$ cat src/rtl/armleocpu_decode.sv
// Single-entry decode stage: captures a fetched instruction or exception marker
// and holds its decoded fields until execute consumes them or kills the entry.
module armleocpu_decode #(
  parameter bit ENABLE_M = 1'b1,
  localparam int unsigned XLEN  = 32,
  localparam int unsigned CLS_W = 11,
  localparam int unsigned REG_W = 5
) (
  input  logic             clk,
  input  logic             rst_n,
  input  logic             f2e_ignore_instr,
  input  logic [XLEN-1:0]  f2e_instr,
  input  logic [XLEN-1:0]  f2e_pc,
  input  logic             f2e_exc_start,
  input  logic [XLEN-1:0]  f2e_epc,
  input  logic [XLEN-1:0]  f2e_cause,
  input  logic [1:0]       f2e_exc_privilege,
  output logic             d2f_ready,
  input  logic             e2d_kill,
  output logic             d2e_valid,
  input  logic             d2e_ready,
  output logic [XLEN-1:0]  d2e_pc,
  output logic [XLEN-1:0]  d2e_instr,
  output logic             d2e_exc_start,
  output logic [XLEN-1:0]  d2e_epc,
  output logic [XLEN-1:0]  d2e_cause,
  output logic [1:0]       d2e_exc_privilege,
  output logic [CLS_W-1:0] d2e_class,
  output logic [REG_W-1:0] d2e_rd,
  output logic [REG_W-1:0] d2e_rs1,
  output logic [REG_W-1:0] d2e_rs2,
  output logic [2:0]       d2e_funct3,
  output logic [XLEN-1:0]  d2e_imm,
  output logic             d2e_illegal
);

  localparam logic [XLEN-1:0] NOP = 32'h0000_0013;

  localparam int unsigned C_LUI     = 0;
  localparam int unsigned C_AUIPC   = 1;
  localparam int unsigned C_JAL     = 2;
  localparam int unsigned C_JALR    = 3;
  localparam int unsigned C_BRANCH  = 4;
  localparam int unsigned C_LOAD    = 5;
  localparam int unsigned C_STORE   = 6;
  localparam int unsigned C_OPIMM   = 7;
  localparam int unsigned C_OP      = 8;
  localparam int unsigned C_MISCMEM = 9;
  localparam int unsigned C_SYSTEM  = 10;

  localparam logic [6:0] OPC_LUI     = 7'b0110111;
  localparam logic [6:0] OPC_AUIPC   = 7'b0010111;
  localparam logic [6:0] OPC_JAL     = 7'b1101111;
  localparam logic [6:0] OPC_JALR    = 7'b1100111;
  localparam logic [6:0] OPC_BRANCH  = 7'b1100011;
  localparam logic [6:0] OPC_LOAD    = 7'b0000011;
  localparam logic [6:0] OPC_STORE   = 7'b0100011;
  localparam logic [6:0] OPC_OPIMM   = 7'b0010011;
  localparam logic [6:0] OPC_OP      = 7'b0110011;
  localparam logic [6:0] OPC_MISCMEM = 7'b0001111;
  localparam logic [6:0] OPC_SYSTEM  = 7'b1110011;

  logic             r_valid;
  logic [XLEN-1:0]  r_pc;
  logic [XLEN-1:0]  r_instr;
  logic             r_exc;
  logic [XLEN-1:0]  r_epc;
  logic [XLEN-1:0]  r_cause;
  logic [1:0]       r_priv;
  logic [CLS_W-1:0] r_cls;
  logic [REG_W-1:0] r_rd;
  logic [REG_W-1:0] r_rs1;
  logic [REG_W-1:0] r_rs2;
  logic [2:0]       r_f3;
  logic [XLEN-1:0]  r_imm;
  logic             r_ill;

  logic             w_present;
  logic             w_ready;
  logic             w_load;
  logic [XLEN-1:0]  w_instr;
  logic [6:0]       w_opcode;
  logic [2:0]       w_f3;
  logic [6:0]       w_f7;
  logic [CLS_W-1:0] w_cls;
  logic [XLEN-1:0]  w_imm;
  logic             w_ill;

  assign w_present = !f2e_ignore_instr || f2e_exc_start;
  assign w_ready   = !r_valid || d2e_ready;
  assign w_load    = w_present && w_ready && !e2d_kill;
  assign d2f_ready = w_ready;

  // Exception markers travel as a NOP so execute sees harmless register fields
  assign w_instr  = f2e_exc_start ? NOP : f2e_instr;
  assign w_opcode = w_instr[6:0];
  assign w_f3     = w_instr[14:12];
  assign w_f7     = w_instr[31:25];

  always_comb begin
    w_cls = '0;
    w_imm = '0;
    w_ill = 1'b0;
    case (w_opcode)
      OPC_LUI: begin
        w_cls[C_LUI] = 1'b1;
        w_imm = {w_instr[31:12], 12'b0};
      end
      OPC_AUIPC: begin
        w_cls[C_AUIPC] = 1'b1;
        w_imm = {w_instr[31:12], 12'b0};
      end
      OPC_JAL: begin
        w_cls[C_JAL] = 1'b1;
        w_imm = {{11{w_instr[31]}}, w_instr[31], w_instr[19:12], w_instr[20],
                 w_instr[30:21], 1'b0};
      end
      OPC_JALR: begin
        w_cls[C_JALR] = 1'b1;
        w_imm = {{20{w_instr[31]}}, w_instr[31:20]};
        w_ill = (w_f3 != 3'd0);
      end
      OPC_BRANCH: begin
        w_cls[C_BRANCH] = 1'b1;
        w_imm = {{19{w_instr[31]}}, w_instr[31], w_instr[7], w_instr[30:25],
                 w_instr[11:8], 1'b0};
        w_ill = (w_f3 == 3'd2) || (w_f3 == 3'd3);
      end
      OPC_LOAD: begin
        w_cls[C_LOAD] = 1'b1;
        w_imm = {{20{w_instr[31]}}, w_instr[31:20]};
        w_ill = (w_f3 == 3'd3) || (w_f3 == 3'd6) || (w_f3 == 3'd7);
      end
      OPC_STORE: begin
        w_cls[C_STORE] = 1'b1;
        w_imm = {{20{w_instr[31]}}, w_instr[31:25], w_instr[11:7]};
        w_ill = (w_f3 > 3'd2);
      end
      OPC_OPIMM: begin
        w_cls[C_OPIMM] = 1'b1;
        w_imm = {{20{w_instr[31]}}, w_instr[31:20]};
        if (w_f3 == 3'd1)
          w_ill = (w_f7 != 7'h00);
        else if (w_f3 == 3'd5)
          w_ill = !((w_f7 == 7'h00) || (w_f7 == 7'h20));
      end
      OPC_OP: begin
        w_cls[C_OP] = 1'b1;
        case (w_f7)
          7'h00:   w_ill = 1'b0;
          7'h20:   w_ill = !((w_f3 == 3'd0) || (w_f3 == 3'd5));
          7'h01:   w_ill = !ENABLE_M;
          default: w_ill = 1'b1;
        endcase
      end
      OPC_MISCMEM: w_cls[C_MISCMEM] = 1'b1;
      OPC_SYSTEM: begin
        w_cls[C_SYSTEM] = 1'b1;
        w_imm = {{20{w_instr[31]}}, w_instr[31:20]};
      end
      default: w_ill = 1'b1;
    endcase
    if (w_instr[1:0] != 2'b11)
      w_ill = 1'b1;
    if (w_ill)
      w_imm = '0;
    if (f2e_exc_start) begin
      w_cls = '0;
      w_ill = 1'b0;
      w_imm = '0;
    end
  end

  // Kill outranks load; a consume without a new load empties the slot
  always_ff @(posedge clk) begin
    if (!rst_n) begin
      r_valid <= 1'b0;
      r_pc    <= '0;
      r_instr <= '0;
      r_exc   <= 1'b0;
      r_epc   <= '0;
      r_cause <= '0;
      r_priv  <= '0;
      r_cls   <= '0;
      r_rd    <= '0;
      r_rs1   <= '0;
      r_rs2   <= '0;
      r_f3    <= '0;
      r_imm   <= '0;
      r_ill   <= 1'b0;
    end else if (e2d_kill) begin
      r_valid <= 1'b0;
    end else if (w_load) begin
      r_valid <= 1'b1;
      r_pc    <= f2e_pc;
      r_instr <= w_instr;
      r_exc   <= f2e_exc_start;
      r_epc   <= f2e_epc;
      r_cause <= f2e_cause;
      r_priv  <= f2e_exc_privilege;
      r_cls   <= w_cls;
      r_rd    <= w_instr[11:7];
      r_rs1   <= w_instr[19:15];
      r_rs2   <= w_instr[24:20];
      r_f3    <= w_f3;
      r_imm   <= w_imm;
      r_ill   <= w_ill;
    end else if (d2e_ready) begin
      r_valid <= 1'b0;
    end
  end

  assign d2e_valid         = r_valid;
  assign d2e_pc            = r_pc;
  assign d2e_instr         = r_instr;
  assign d2e_exc_start     = r_exc;
  assign d2e_epc           = r_epc;
  assign d2e_cause         = r_cause;
  assign d2e_exc_privilege = r_priv;
  assign d2e_class         = r_cls;
  assign d2e_rd            = r_rd;
  assign d2e_rs1           = r_rs1;
  assign d2e_rs2           = r_rs2;
  assign d2e_funct3        = r_f3;
  assign d2e_imm           = r_imm;
  assign d2e_illegal       = r_ill;

endmodule
$ cat config.mk
export PLATFORM = sky130hd
export DESIGN_NAME = armleocpu_decode
export DESIGN_NICKNAME = d
export VERILOG_FILES = /design/src/rtl/armleocpu_decode.sv
export SDC_FILE = /design/constraint.sdc
export NUM_CORES = 1
export LEC_CHECK = 0
export CORE_MARGIN = 3
export CORE_UTILIZATION = 30
export DETAILED_ROUTE_END_ITERATION = 16
export GPL_TIMING_DRIVEN = 0
export SLEW_MARGIN = 25
export SYNTH_ARGS = -nofsm -noshare
export SYNTH_HDL_FRONTEND = slang
export SYNTH_SLANG_ARGS = --single-unit
$ cat constraint.sdc
create_clock -name clk -period 5.99 [get_ports clk]
set_clock_uncertainty 0.15 [all_clocks]
set_input_delay 1.198 -clock clk [delete_from_list [all_inputs] [get_ports clk]]
set_output_delay 1.198 -clock clk [all_outputs]
set_load 0.1 [all_outputs]
==> flow_summary.json <==
{
  "drtIter0Drc": 478,
  "critPathMaxStageDelay_ps": 970,
  "crit_top_cell": "clkdlybuf4s50_1",
  "die-area_um2": 26300,
  "dr.pass1.iters": 4,
  "total_power_mw": 3.13,
  "synth_top_area_cell": "dfxtp_1",
  "worst_slack_ps": 1700,
  "yosys_register_bits": 176,
  "grt_pass1_wl_um": 42100,
  "fin_nets": 1356,
  "use_met1": 0.271,
  "syn_avg_cell_area_um2": 8.36,
  "area_delta_synth_final_pct": 57.9,
  "grt_usage": 0.205,
  "slowest_stage": "clkdlybuf4s50_1",
  "muxShareOfSynthArea": 0,
  "cp_max_fo": 4,
  "ir_worst_vdd_v": 0.000128,
  "period_needed_ps": 4290,
  "startpoint_type": "primary input",
  "io_pins": 331,
  "yosys-top-cells-count": "nand2_1, dfxtp_1, a21boi_0",
  "vias": 7236,
  "sw_frac_of_total": 0.359,
  "htree_levels": 4,
  "ys_warn_count": 0,
  "relSlewSlack": 0.275,
  "synth-xor-area-share": 0.00120,
  "synth_flop_cell": "dfxtp_1",
  "cts_buffer_depth": 2,
  "synth_compound_area_frac": 0.225,
  "crit_chain": "clkdlybuf4s50_1 -> nor2b_1 -> inv_1 -> clkdlybuf4s50_1",
  "pwr-share-comb": 0.257,
  "rsz0062_at_grt": "no",
  "internal-power_mw": 2.01,
  "synthAdderAreaFrac": 0,
  "cts_made_buffers": 17,
  "grt_pass1_vias": 7184,
  "netlist_top_cells_area": "dfxtp_1, nand2_1, a21boi_0",
  "io_buffers": 326,
  "cts_tree": "done",
  "synthesis.nets": 1011,
  "ant_nets": 0,
  "postCtsSetupRepairBufs": 0,
  "slew_violations": 0,
  "synth_top_area_frac": 0.482,
  "clk_pin_slew_worst_paths_ps": 70,
  "synthDistinctLibCells": 46,
  "power_density_nw_per_um2": 271,
  "grt_use_met3": 0.0492,
  "dp_slack_ps": 1690,
  "drive_above_1_share": 0.0584,
  "synthMostInstantiatedCell": "nand2_1",
  "cts_hold_buffers": 0,
  "final_hold_viol_count": 0,
  "synth_edf_count": 0,
  "n_antenna_cell": 0,
  "finalSetupTns_ps": 0,
  "yosysSeqAreaShare": 0.482,
  "synthCells": 875,
  "hold_class": "register to register",
  "cts_resized": 0,
  "use_met2": 0.333,
  "end_kind": "output pin",
  "grt_max_degree": 18,
  "finalCritPeriodShare": 0.716,
  "core_um2": 23700,
  "vias_per_cell": 4.66,
  "antenna_found_initial": 0,
  "die_h_um": 162,
  "final_util": 0.488,
  "wl_per_cell_um": 17.8,
  "async_reset_ff_frac": 0,
  "seqPwrFrac": 0.397,
  "max_freq_mhz": 233,
  "busiest_layer": "met2",
  "p_clk_frac": 0.345,
  "netlist_area_um2": 7310,
  "start_util": 0.309,
  "arrival_ps": 2940,
  "dp_hpwl_um": 21200,
  "routed_wl_um": 27600,
  "clk_latency_ps": 430,
  "dp_cells": 1520,
  "path_class": "primary input to output pin",
  "grt_overflow_total": 0,
  "worst-slew-pin-transition_ps": 1080,
  "setup_violations": 0,
  "cts_root_buf": "clkbuf_16",
  "synthSimpleGateAreaFrac": 0.235,
  "synth_top_family_by_area": "simple AND/OR/NAND/NOR gates",
  "stdcell_count": 1552,
  "fp.dieW_um": 162,
  "power.switching_mw": 1.13,
  "clock-sinks": 176,
  "fp-row-count": 56,
  "route.detailed.drc": 0,
  "crit_required_ps": 4640,
  "drv_cap": 0,
  "status": "completed",
  "p_leak_nw": 4.24,
  "gp_congestion": 0.912
}
## logic make-up after synthesis
family | after synthesis
and+or+nand+nor | 384
buffers and inverters | 89
DFF | 176
xor gates and xnor gates | 1
AOI/OAI and AO/OA | 225
## cell usage in the layout, fill, tap and decap left out, types with 18 or more instances in the layout
cell             count
a21boi_0           132
nand3b_1            26
dfxtp_1            176
o21ai_0             29
clkbuf_1            60
buf_4               18
and2_1              18
clkdlybuf4s50_1    326
nand2_1            276
## state kept, by name (all words and copies together), names as in the netlist, 2 cells and up
register	cells
d2e_imm	32
d2e_cause	32
d2e_instr	32
d2e_pc	32
d2e_class	11
d2e_epc	32
d2e_exc_privilege	2
## critical path: cells and delay by family
kind	cells	cell delay, ps
AND/OR/NAND/NOR	1	290
buffers and inverters	3	1440
## metal layers
metal  wire length, um  vias up
met5                 0        -
met4               543        0
met3              1670       29
met2             12800      231
met1             12600     3364
li1                  -     3612
## area by class of cell
cell class / instances / area (um^2)
clock buffer: 19 / 443
tap: 319 / 399
sequential: 176 / 3520
inverter: 2 / 7.51
multi-input combinational: 610 / 3380
timing repair buffer: 326 / 3260
fill: 2409 / 12100
buffer: 87 / 407
clock inverter: 13 / 124
## per-stage QoR
| step | hold WS [ps] | instance area (um^2) |
|---|---|---|
| finish | 297 | 11500 |
| global placement | 286 | 11000 |
| detailed placement | 290 | 11000 |
| global route | 331 | 11500 |
| CTS | 300 | 11500 |
| floorplan | 727 | 7310 |
## worst paths after layout
check,startpoint,endpoint,slack [ps],depth (start not counted)
worst max-delay path,d2e_ready,d2f_ready,1700,4
worst max register to register,d2e_valid$_SDFFE_PP0P_,d2e_illegal$_SDFFE_PN0P_,2960,8
worst min-delay path,d2e_imm[4]$_SDFFE_PN0P_,d2e_imm[4]$_SDFFE_PN0P_,300,2
worst min register to register,d2e_imm[4]$_SDFFE_PN0P_,d2e_imm[4]$_SDFFE_PN0P_,300,2
## power by group through the flow
stage	Clock, mW	Combinational, mW	Sequential (mW)
after floorplan	0	0.184	1.63
final	1.08	0.806	1.25
after CTS	1.11	0.811	1.25
after global placement	0	0.808	1.27
after global routing	1.17	0.844	1.25
after detailed placement	0	0.809	1.27
(Power assumes the default switching activity.)
